--- src/rtl/i2c_pkg.sv ---
// i2c_pkg: shared state encoding, pending-event codes and defaults for the I2C register sequencer
package i2c_pkg;
  localparam int I2C_BYTE_W = 8;
  localparam int DEF_TIMEOUT = 255;
  typedef enum logic [2:0] {
    S_IDLE    = 3'd0,
    S_W_PTR   = 3'd1,
    S_W_DATA  = 3'd2,
    S_W_BUS   = 3'd3,
    S_R_FETCH = 3'd4,
    S_R_READY = 3'd5,
    S_R_DONE  = 3'd6
  } seq_state_t;
  localparam logic [1:0] P_NONE = 2'd0;
  localparam logic [1:0] P_STOP = 2'd1;
  localparam logic [1:0] P_WR   = 2'd2;
  localparam logic [1:0] P_RD   = 2'd3;
  function automatic logic is_bus_state(seq_state_t s);
    return (s == S_W_BUS) || (s == S_R_FETCH);
  endfunction
endpackage

--- src/rtl/seq_timeout_ctr.sv ---
// seq_timeout_ctr: cycle counter for an outstanding bus access, pulses expired at TIMEOUT
module seq_timeout_ctr import i2c_pkg::*; #(
  parameter int TIMEOUT = DEF_TIMEOUT
) (
  input  logic clk,
  input  logic rst_n,
  input  logic load,
  input  logic en,
  output logic expired
);
  localparam int CNT_W = $clog2(TIMEOUT + 1);
  logic [CNT_W-1:0] cnt_q, cnt_d;
  assign expired = en && (cnt_q == CNT_W'(TIMEOUT));
  // restart on load or expiry so a follow-on access gets a full budget
  always_comb cnt_d = (load || expired) ? '0 : en ? cnt_q + 1'b1 : cnt_q;
  // counter register
  always_ff @(posedge clk or negedge rst_n)
    if (!rst_n) cnt_q <= '0;
    else cnt_q <= cnt_d;
endmodule

--- src/rtl/i2c_reg_sequencer.sv ---
// i2c_reg_sequencer: turns I2C target byte events into register-bus reads/writes with clock stretching
module i2c_reg_sequencer import i2c_pkg::*; #(
  parameter int ADDR_W   = 8,
  parameter int TIMEOUT  = DEF_TIMEOUT,
  parameter int AUTO_INC = 1
) (
  input  logic                  clk,
  input  logic                  rst_n,
  input  logic                  txn_start,
  input  logic                  txn_rw,
  input  logic                  txn_stop,
  input  logic                  rx_valid,
  input  logic [I2C_BYTE_W-1:0] rx_byte,
  input  logic                  tx_req,
  input  logic                  rx_nack,
  output logic [I2C_BYTE_W-1:0] tx_byte,
  output logic                  tx_valid,
  output logic                  hold_clock_low,
  output logic                  reg_req,
  output logic                  reg_we,
  output logic [ADDR_W-1:0]     reg_addr,
  output logic [I2C_BYTE_W-1:0] reg_wdata,
  input  logic                  reg_ack,
  input  logic [I2C_BYTE_W-1:0] reg_rdata,
  output logic                  err_timeout,
  output logic                  err_overrun
);
  seq_state_t state_q, state_d;
  logic [ADDR_W-1:0] ptr_q, ptr_d, addr_q, addr_d;
  logic [I2C_BYTE_W-1:0] wdata_q, wdata_d, tx_byte_q, tx_byte_d;
  logic [1:0] pend_q, pend_d;
  logic req_q, req_d, we_q, we_d, tx_valid_q, tx_valid_d, hold_q, hold_d;
  logic err_to_q, err_to_d, err_ov_q, err_ov_d;
  logic expired, ack_v, to_v, done, start_ev, start_rd, stop_ev;

  seq_timeout_ctr #(.TIMEOUT(TIMEOUT)) u_ctr (
    .clk     (clk),
    .rst_n   (rst_n),
    .load    (!req_q || reg_ack),
    .en      (req_q),
    .expired (expired)
  );

  assign ack_v    = req_q && reg_ack;
  assign to_v     = req_q && !reg_ack && expired;
  assign done     = ack_v || to_v;
  assign start_ev = txn_start || (done && pend_q[1]);
  assign start_rd = txn_start ? txn_rw : pend_q[0];
  assign stop_ev  = txn_stop || (done && pend_q == P_STOP);

  // next-state: finish any bus op first, then apply start/stop (live or deferred), then byte events
  always_comb begin
    state_d   = state_q;
    ptr_d     = ptr_q;
    addr_d    = addr_q;
    wdata_d   = wdata_q;
    tx_byte_d = tx_byte_q;
    pend_d    = pend_q;
    req_d     = req_q;
    we_d      = we_q;
    err_to_d  = txn_start ? 1'b0 : err_to_q;
    err_ov_d  = txn_start ? 1'b0 : err_ov_q;
    if (rx_valid && state_q inside {S_W_BUS, S_R_FETCH, S_R_READY, S_R_DONE}) err_ov_d = 1'b1;
    if (ack_v) begin
      ptr_d   = ptr_q + ADDR_W'(AUTO_INC != 0);
      req_d   = 1'b0;
      state_d = we_q ? S_W_DATA : S_R_READY;
      if (!we_q) tx_byte_d = reg_rdata;
    end else if (to_v) begin
      req_d    = 1'b0;
      err_to_d = 1'b1;
      state_d  = S_IDLE;
      if (!we_q) tx_byte_d = 8'hFF;
    end
    if (req_q && !done) begin
      if (txn_start) pend_d = txn_rw ? P_RD : P_WR;
      else if (txn_stop) pend_d = P_STOP;
    end else begin
      pend_d = P_NONE;
      if (start_ev) begin
        state_d = start_rd ? S_R_FETCH : S_W_PTR;
        if (start_rd) begin
          req_d  = 1'b1;
          we_d   = 1'b0;
          addr_d = ptr_d;
        end
      end else if (stop_ev) begin
        state_d = S_IDLE;
      end else if (state_q == S_W_PTR && rx_valid) begin
        ptr_d   = ADDR_W'(rx_byte);
        state_d = S_W_DATA;
      end else if (state_q == S_W_DATA && rx_valid) begin
        wdata_d = rx_byte;
        req_d   = 1'b1;
        we_d    = 1'b1;
        addr_d  = ptr_q;
        state_d = S_W_BUS;
      end else if (state_q == S_R_READY && tx_req) begin
        req_d   = 1'b1;
        we_d    = 1'b0;
        addr_d  = ptr_q;
        state_d = S_R_FETCH;
      end else if (state_q == S_R_READY && rx_nack) begin
        state_d = S_R_DONE;
      end
    end
    tx_valid_d = state_d == S_R_READY;
    hold_d     = is_bus_state(state_q);
  end

  // state and output registers; reset clears everything including an in-flight request
  always_ff @(posedge clk or negedge rst_n)
    if (!rst_n) begin
      state_q    <= S_IDLE;
      ptr_q      <= '0;
      addr_q     <= '0;
      wdata_q    <= '0;
      tx_byte_q  <= '0;
      pend_q     <= P_NONE;
      req_q      <= 1'b0;
      we_q       <= 1'b0;
      tx_valid_q <= 1'b0;
      hold_q     <= 1'b0;
      err_to_q   <= 1'b0;
      err_ov_q   <= 1'b0;
    end else begin
      state_q    <= state_d;
      ptr_q      <= ptr_d;
      addr_q     <= addr_d;
      wdata_q    <= wdata_d;
      tx_byte_q  <= tx_byte_d;
      pend_q     <= pend_d;
      req_q      <= req_d;
      we_q       <= we_d;
      tx_valid_q <= tx_valid_d;
      hold_q     <= hold_d;
      err_to_q   <= err_to_d;
      err_ov_q   <= err_ov_d;
    end

  assign tx_byte        = tx_byte_q;
  assign tx_valid       = tx_valid_q;
  assign hold_clock_low = hold_q;
  assign reg_req        = req_q;
  assign reg_we         = we_q;
  assign reg_addr       = addr_q;
  assign reg_wdata      = wdata_q;
  assign err_timeout    = err_to_q;
  assign err_overrun    = err_ov_q;
endmodule

--- config.mk ---
export PLATFORM = sky130hd
export DESIGN_NAME = i2c_reg_sequencer
export DESIGN_NICKNAME = d
export VERILOG_FILES = /design/src/rtl/i2c_pkg.sv /design/src/rtl/seq_timeout_ctr.sv /design/src/rtl/i2c_reg_sequencer.sv
export SDC_FILE = /design/constraint.sdc
export NUM_CORES = 1
export LEC_CHECK = 0
export ABC_AREA = 1
export CAP_MARGIN = 20
export CORE_MARGIN = 4
export CORE_UTILIZATION = 50
export DETAILED_ROUTE_END_ITERATION = 6
export GPL_TIMING_DRIVEN = 0
export PLACE_DENSITY = 0.77
export SLEW_MARGIN = 20
export SYNTH_ARGS = -nofsm -noshare
export SYNTH_HDL_FRONTEND = slang
export SYNTH_SLANG_ARGS = --single-unit
--- constraint.sdc ---
create_clock -name clk -period 2.5 [get_ports clk]
set_clock_uncertainty 0.1 [all_clocks]
set_input_delay 0.5 -clock clk [delete_from_list [all_inputs] [get_ports clk]]
set_output_delay 0.5 -clock clk [all_outputs]
set_load 0.03 [all_outputs]
==> results of run 1 <==
==> cell families after synthesis <==
kind of cell / after synthesis / synth area share
simple gates: 132 / 0.2500
compound gates: 57 / 0.1451
flops: 51 / 0.4885
buf+inv: 47 / 0.07902
xor+xnor: 6 / 0.02012
mux: 2 / 0.007663
fa+ha+maj: 2 / 0.009577
==> layout by cell type (no fill, tap or decap), types with 2 or more instances in the layout <==
| cell type | netlist | layout |
|---|---|---|
| nand2_1 | 63 | 63 |
| clkdlybuf4s50_1 | 0 | 53 |
| dfrtp_1 | 51 | 51 |
| inv_1 | 40 | 40 |
| nor2_1 | 36 | 36 |
| a21oi_1 | 15 | 15 |
| o21ai_0 | 11 | 11 |
| nand3_1 | 11 | 11 |
| o21ai_2 | 11 | 11 |
| o21ai_1 | 8 | 8 |
| nand2_2 | 6 | 6 |
| a21oi_2 | 6 | 6 |
| clkbuf_8 | 0 | 5 |
| nand2_4 | 3 | 3 |
| buf_6 | 3 | 3 |
| xnor2_1 | 3 | 3 |
| xor2_1 | 3 | 3 |
| clkinv_2 | 0 | 3 |
| nor2_4 | 2 | 2 |
| inv_4 | 2 | 2 |
| nor2_2 | 2 | 2 |
| nand2_8 | 2 | 2 |
| o21bai_1 | 2 | 2 |
| buf_2 | 2 | 2 |
| nor3_1 | 2 | 2 |
| mux2i_1 | 2 | 2 |
| ha_1 | 2 | 2 |
==> sequential cells by signal (all words and copies together) (netlist names) <==
name / count
hold_clock_low: 1
tx_valid: 1
err_timeout: 1
reg_wdata: 8
u_ctr.cnt_q: 8
state_q: 3
reg_we: 1
reg_addr: 8
tx_byte: 8
reg_req: 1
pend_q: 2
ptr_q: 8
err_overrun: 1
==> area by class of cell <==
class	count	area, um2	share of cell area
Inverter	42	162.7	0.04896
Timing Repair Buffer	54	538.0	0.1620
Multi-Input combinational cell	199	1130	0.3401
Buffer	5	43.79	0.01318
Sequential cell	51	1276	0.3842
Clock inverter	3	15.01	0.004520
Clock buffer	5	68.82	0.02072
Tap cell	70	87.58	0.02637
==> worst max-delay path by stage <==
stage          startpoint      endpoint  cells after the start
6_report          reg_ack   reg_addr[5]                     10
5_1_grt           reg_ack   reg_addr[5]                     10
4_1_cts           reg_ack   reg_addr[5]                     10
3_5_place_dp      reg_ack   reg_addr[5]                     10
3_3_place_gp        rst_n  reg_wdata[6]                      1
2_1_floorplan     reg_req      ptr_q[2]                     10
==> power breakdown <==
group / switching [uW] / internal (uW) / leakage (uW)
Combinational: 1170 / 783 / 0.000931
Sequential: 220 / 1130 / 0.000643
Clock: 265 / 192 / 0.0000477
==> layer usage <==
metal	vias to the layer above	wire, um	share of wire
met5	-	0	0
met4	0	62	0.011
met3	8	292	0.054
met2	48	2743	0.50
met1	969	2345	0.43
li1	1066	-	-
==> critical path, cell delays in order <==
cell             delay, ns
clkdlybuf4s50_1       0.51
nand2_2               0.20
inv_1                 0.11
nand2_1               0.05
nor2_1                0.21
nand2_1               0.11
xor2_1                0.25
nand2_1               0.08
o21ai_0               0.12
o21ai_2               0.10
==> through the flow <==
step	setup TNS (ns)	setup slack [ns]	instances
detailed placement	0	0.03370	421
CTS	0	0.3483	429
finish	0	0.3306	429
global placement	-32.97	-0.6490	421
global route	0	0.2338	429
floorplan	0	0.6304	297
==> results.py, run 1 <==
metrics = {
    "status": {
        "status": "completed",
    },
    "global_routing": {
        "use_met1": 0.2203,
        "grt_max_degree": 52,
        "grt_pass1_vias": 2148,
        "antenna_found_initial": 0,
        "track_usage": 0.1860,
        "busiest_layer": "met2",
        "grt_pass1_wl_mm": 9.425,
        "grt_use_met3": 0.05157,
        "grt_overflow": 0,
        "met2_usage": 0.3286,
    },
    "sta": {
        "hold_slack_ns": 0.1152,
        "period_needed_ns": 2.169,
        "slew_violations": 0,
        "fmax_ghz": 0.4609,
        "finalHoldViolCount": 0,
        "tightest_slew_ns": 0.6198,
        "rsz0062_at_grt": "false",
        "setup_viol": 0,
        "relSlewSlack": 0.5868,
        "timing.final.crit_share": 0.8678,
    },
    "detailed_routing": {
        "drt.antenna.violating_nets": 0,
        "dr_total_vias": 2091,
        "drc_errors": 0,
        "drtIter0Drc": 132,
        "vias_per_cell": 4.874,
        "drt-total-wl_mm": 5.443,
        "drt-pass1-iter-count": 4,
        "wl_per_cell_um": 12.69,
    },
    "clock_network": {
        "cts_hold_buffers": 0,
        "post_cts_resized": 0,
        "path_clk_slew_ns": 0.09,
        "cts.sinks": 51,
        "cts-root-buf": "clkbuf_8",
        "cts_setup_buffers": 0,
        "max-clock-path-buffers": 2,
        "cts_tree": "done",
        "htree_levels": 2,
        "cts_buffers": 5,
        "clock_latency_ns": 0.30,
    },
    "synth": {
        "ys_seq_area_frac": 0.4885,
        "synth.distinct_cells": 33,
        "synth_top_area_share": 0.4885,
        "syn_area_um2": 2613,
        "yosys_warnings": 0,
        "postSynthCellCount": 297,
        "synth_area_leaders": "dfrtp_1, nand2_1, inv_1, nor2_1, o21ai_2",
        "ys_ff_latch": 51,
        "ys.flop_type": "dfrtp_1",
        "synth_most_common_cell": "nand2_1",
        "synth_edf_count": 0,
        "synthesis.nets": 324,
        "synthArstFlopShare": 1.000,
        "yosysTopAreaCell": "dfrtp_1",
        "syn-mean-instance-area_um2": 8.796,
        "ys_top_cells_by_count": "nand2_1, dfrtp_1, inv_1, nor2_1, a21oi_1",
    },
    "layout": {
        "finish.utilization": 0.6546,
        "drive_gt1_frac": 0.1504,
        "synthToLayoutAreaGrowth_pct": 27.16,
        "design_area_um2": 3322,
        "antenna_cells": 0,
        "nets": 385,
        "fillCellCount": 457,
    },
    "floorplan": {
        "die_x_um": 80.29,
        "core_area_um2": 5075,
        "die-area_um2": 6446,
        "dieHeight_um": 80.29,
        "pin_count": 55,
        "row_count": 26,
        "initial_core_util": 0.5148,
    },
    "critical_path": {
        "worstRegToRegCells": 12,
        "ff2ff_setup_slack_ns": 0.40,
        "worstSetupEndpointType": "flip-flop",
        "reg2reg_to": "reg_addr[6]",
        "start_kind": "input port",
        "crit-reg2reg-launch": "u_ctr.cnt_q[0]",
        "cp.arrival_ns": 2.26,
        "required_ns": 2.59,
        "path_max_fanout": 10,
        "path_class": "input port to flip-flop",
    },
    "placed_design": {
        "port_buffers": 54,
        "dpl.hpwl_mm": 4.160,
        "place_area_um2": 3238,
        "place.gp.congestion": 0.8220,
    },
    "power_and_ir_drop": {
        "power.total_uw": 3766,
        "pwr_density_cell_nw_per_um2": 1134,
        "leakagePower_uw": 0.001622,
        "ir_drop_mv": 0.6472,
    },
    "flow_run": {
        "max_cap_viol_count": 0,
    },
    "min_path": {
        "hold_class": "input port to asynchronous set/reset pin",
    },
}
No activity file was read; power rests on OpenSTA's default activity.
==> inputs of run 2 (changes only) <==
--- a/config.mk
+++ b/config.mk
@@ -11,2 +11,3 @@
 export CORE_UTILIZATION = 50
+export CTS_CLUSTER_SIZE = 28
 export DETAILED_ROUTE_END_ITERATION = 6
@@ -14,2 +15,3 @@
 export PLACE_DENSITY = 0.77
+export REMOVE_ABC_BUFFERS = 1
 export SLEW_MARGIN = 20
==> constraint.sdc (replaced) <==
create_clock -name clk -period 2.5 [get_ports clk]
set_clock_uncertainty 0.1 [all_clocks]
set_input_delay 0.625 -clock clk [delete_from_list [all_inputs] [get_ports clk]]
set_output_delay 0.625 -clock clk [all_outputs]
set_load 0.03 [all_outputs]
==> run 2 against run 1 <==
Effect of this change: fmax decreased by 5.9%; critical endpoint is now reg_addr[7]; design area decreased by 1.2%; global-route usage decreased by 0.11 points; highest routed layer unchanged; sequential cell count unchanged; sequential share of layout area increased by 0.47 points; worst hold slack improved by 0.11 ns; largest power group unchanged.
==> results.py, run 2 (synthesized netlist as in run 1, its figures left out) <==
metrics = {
    "placed_design": {
        "port_buffers": 54,
        "place.gp.congestion": 0.7932,
        "dpl.hpwl_mm": 3.924,
    },
    "critical_path": {
        "worstSetupEndpointType": "flip-flop",
        "ff2ff_setup_slack_ns": 0.37,
        "reg2reg_to": "reg_wdata[1]",
        "start_kind": "input port",
        "crit-reg2reg-launch": "u_ctr.cnt_q[0]",
        "cp.arrival_ns": 2.44,
        "path_class": "input port to flip-flop",
        "required_ns": 2.63,
        "worstRegToRegCells": 11,
        "path_max_fanout": 10,
    },
    "power_and_ir_drop": {
        "ir_drop_mv": 0.5116,
        "pwr_density_cell_nw_per_um2": 1151,
        "power.total_uw": 3777,
        "leakagePower_uw": 0.001597,
    },
    "detailed_routing": {
        "met3WireLength_um": 249,
        "met1Wirelength_mm": 2.417,
        "vias_per_cell": 4.790,
        "dr_total_vias": 2026,
        "drt.antenna.violating_nets": 0,
        "drc_errors": 0,
        "drtIter0Drc": 103,
        "drt-total-wl_mm": 5.407,
        "drt-pass1-iter-count": 4,
        "highest_layer": "met4",
        "wl_per_cell_um": 12.78,
        "wl_met2_mm": 2.676,
    },
    "clock_network": {
        "cts_setup_buffers": 0,
        "htree_levels": 2,
        "post_cts_resized": 0,
        "path_clk_slew_ns": 0.09,
        "cts.sinks": 51,
        "max-clock-path-buffers": 2,
        "cts-root-buf": "clkbuf_8",
        "cts_hold_buffers": 0,
        "cts_buffers": 5,
        "clock_latency_ns": 0.30,
        "cts_tree": "done",
    },
    "sta": {
        "period_needed_ns": 2.306,
        "hold_slack_ns": 0.2251,
        "setup_viol": 0,
        "timing.final.crit_share": 0.9224,
        "finalHoldViolCount": 0,
        "slew_violations": 0,
        "relSlewSlack": 0.5770,
        "tightest_slew_ns": 0.6345,
        "fmax_ghz": 0.4337,
        "rsz0062_at_grt": "false",
    },
    "layout": {
        "seq_area_um2": 1276,
        "synthToLayoutAreaGrowth_pct": 25.62,
        "finish.utilization": 0.6467,
        "nets": 380,
        "antenna_cells": 0,
        "drive_gt1_frac": 0.1360,
        "mostFrequentLayoutCell": "nand2_1",
        "multi_input_area_um2": 1130,
        "fillCellCount": 452,
        "final_cell_mix": "nand2_1, clkdlybuf4s50_1, dfrtp_1, inv_1, nor2_1",
    },
    "floorplan": {
        "core_area_um2": 5075,
        "die_x_um": 80.29,
        "initial_core_util": 0.5148,
        "pin_count": 55,
        "die-area_um2": 6446,
        "dieHeight_um": 80.29,
        "row_count": 26,
    },
    "min_path": {
        "hold_class": "input port to asynchronous set/reset pin",
    },
    "global_routing": {
        "grt_pass1_vias": 2073,
        "track_usage": 0.1849,
        "grt_overflow": 0,
        "grt_pass1_wl_mm": 9.232,
        "grt_max_degree": 52,
        "antenna_found_initial": 0,
    },
    "status": {
        "status": "completed",
    },
    "flow_run": {
        "max_cap_viol_count": 0,
    },
}
-- run 2: layout make-up --
| type | instances | area share |
|---|---|---|
| repair buffers | 54 | 0.1639 |
| flip-flops and latches | 51 | 0.3889 |
| well taps | 70 | 0.02669 |
| clock inverters | 1 | 0.001525 |
| multi-input cells | 199 | 0.3443 |
| inverters | 42 | 0.04956 |
| clock buffers | 6 | 0.02516 |
-- run 2: worst max path at each step --
stage	end	depth (start not counted)	slack (ns)	start
2_1_floorplan	ptr_q[0]	9	0.63	reg_req
3_3_place_gp	reg_wdata[5]	1	-0.83	rst_n
3_5_place_dp	reg_addr[7]	9	-0.12	reg_ack
4_1_cts	reg_addr[7]	9	0.20	reg_ack
5_1_grt	reg_addr[7]	9	0.05	reg_ack
6_report	reg_addr[7]	9	0.19	reg_ack
-- run 2: power breakdown --
group | leakage (uW) | total, uW | switching [uW] | internal, uW
clock | 0.0000470 | 480 | 262 | 218
combinational | 0.000906 | 1950 | 1180 | 765
sequential | 0.000643 | 1350 | 216 | 1130
-- run 2: routing by layer --
| layer | vias up | GRT usage |
|---|---|---|
| met5 | - | 0 |
| met4 | 0 | 0.05068 |
| met3 | 8 | 0.04148 |
| met2 | 43 | 0.3253 |
| met1 | 930 | 0.2269 |
| li1 | 1045 | - |
-- run 2: critical path: stages --
cell	delay, ns
clkdlybuf4s50_1	0.51
nand2_2	0.21
inv_1	0.10
nand2_1	0.05
nor2_1	0.23
nand4_1	0.18
xnor2_1	0.28
o21bai_1	0.13
o21ai_2	0.13
-- run 2: metrics by stage --
stage	setup WS, ns	cells	area [um2]	setup TNS [ns]
after global routing	0.05474	423	3282	0
final	0.1940	423	3282	0
after CTS	0.1957	423	3282	0
after detailed placement	-0.1242	416	3194	-1.219
after floorplan	0.6301	292	2569	0
after global placement	-0.8329	416	3197	-42.80
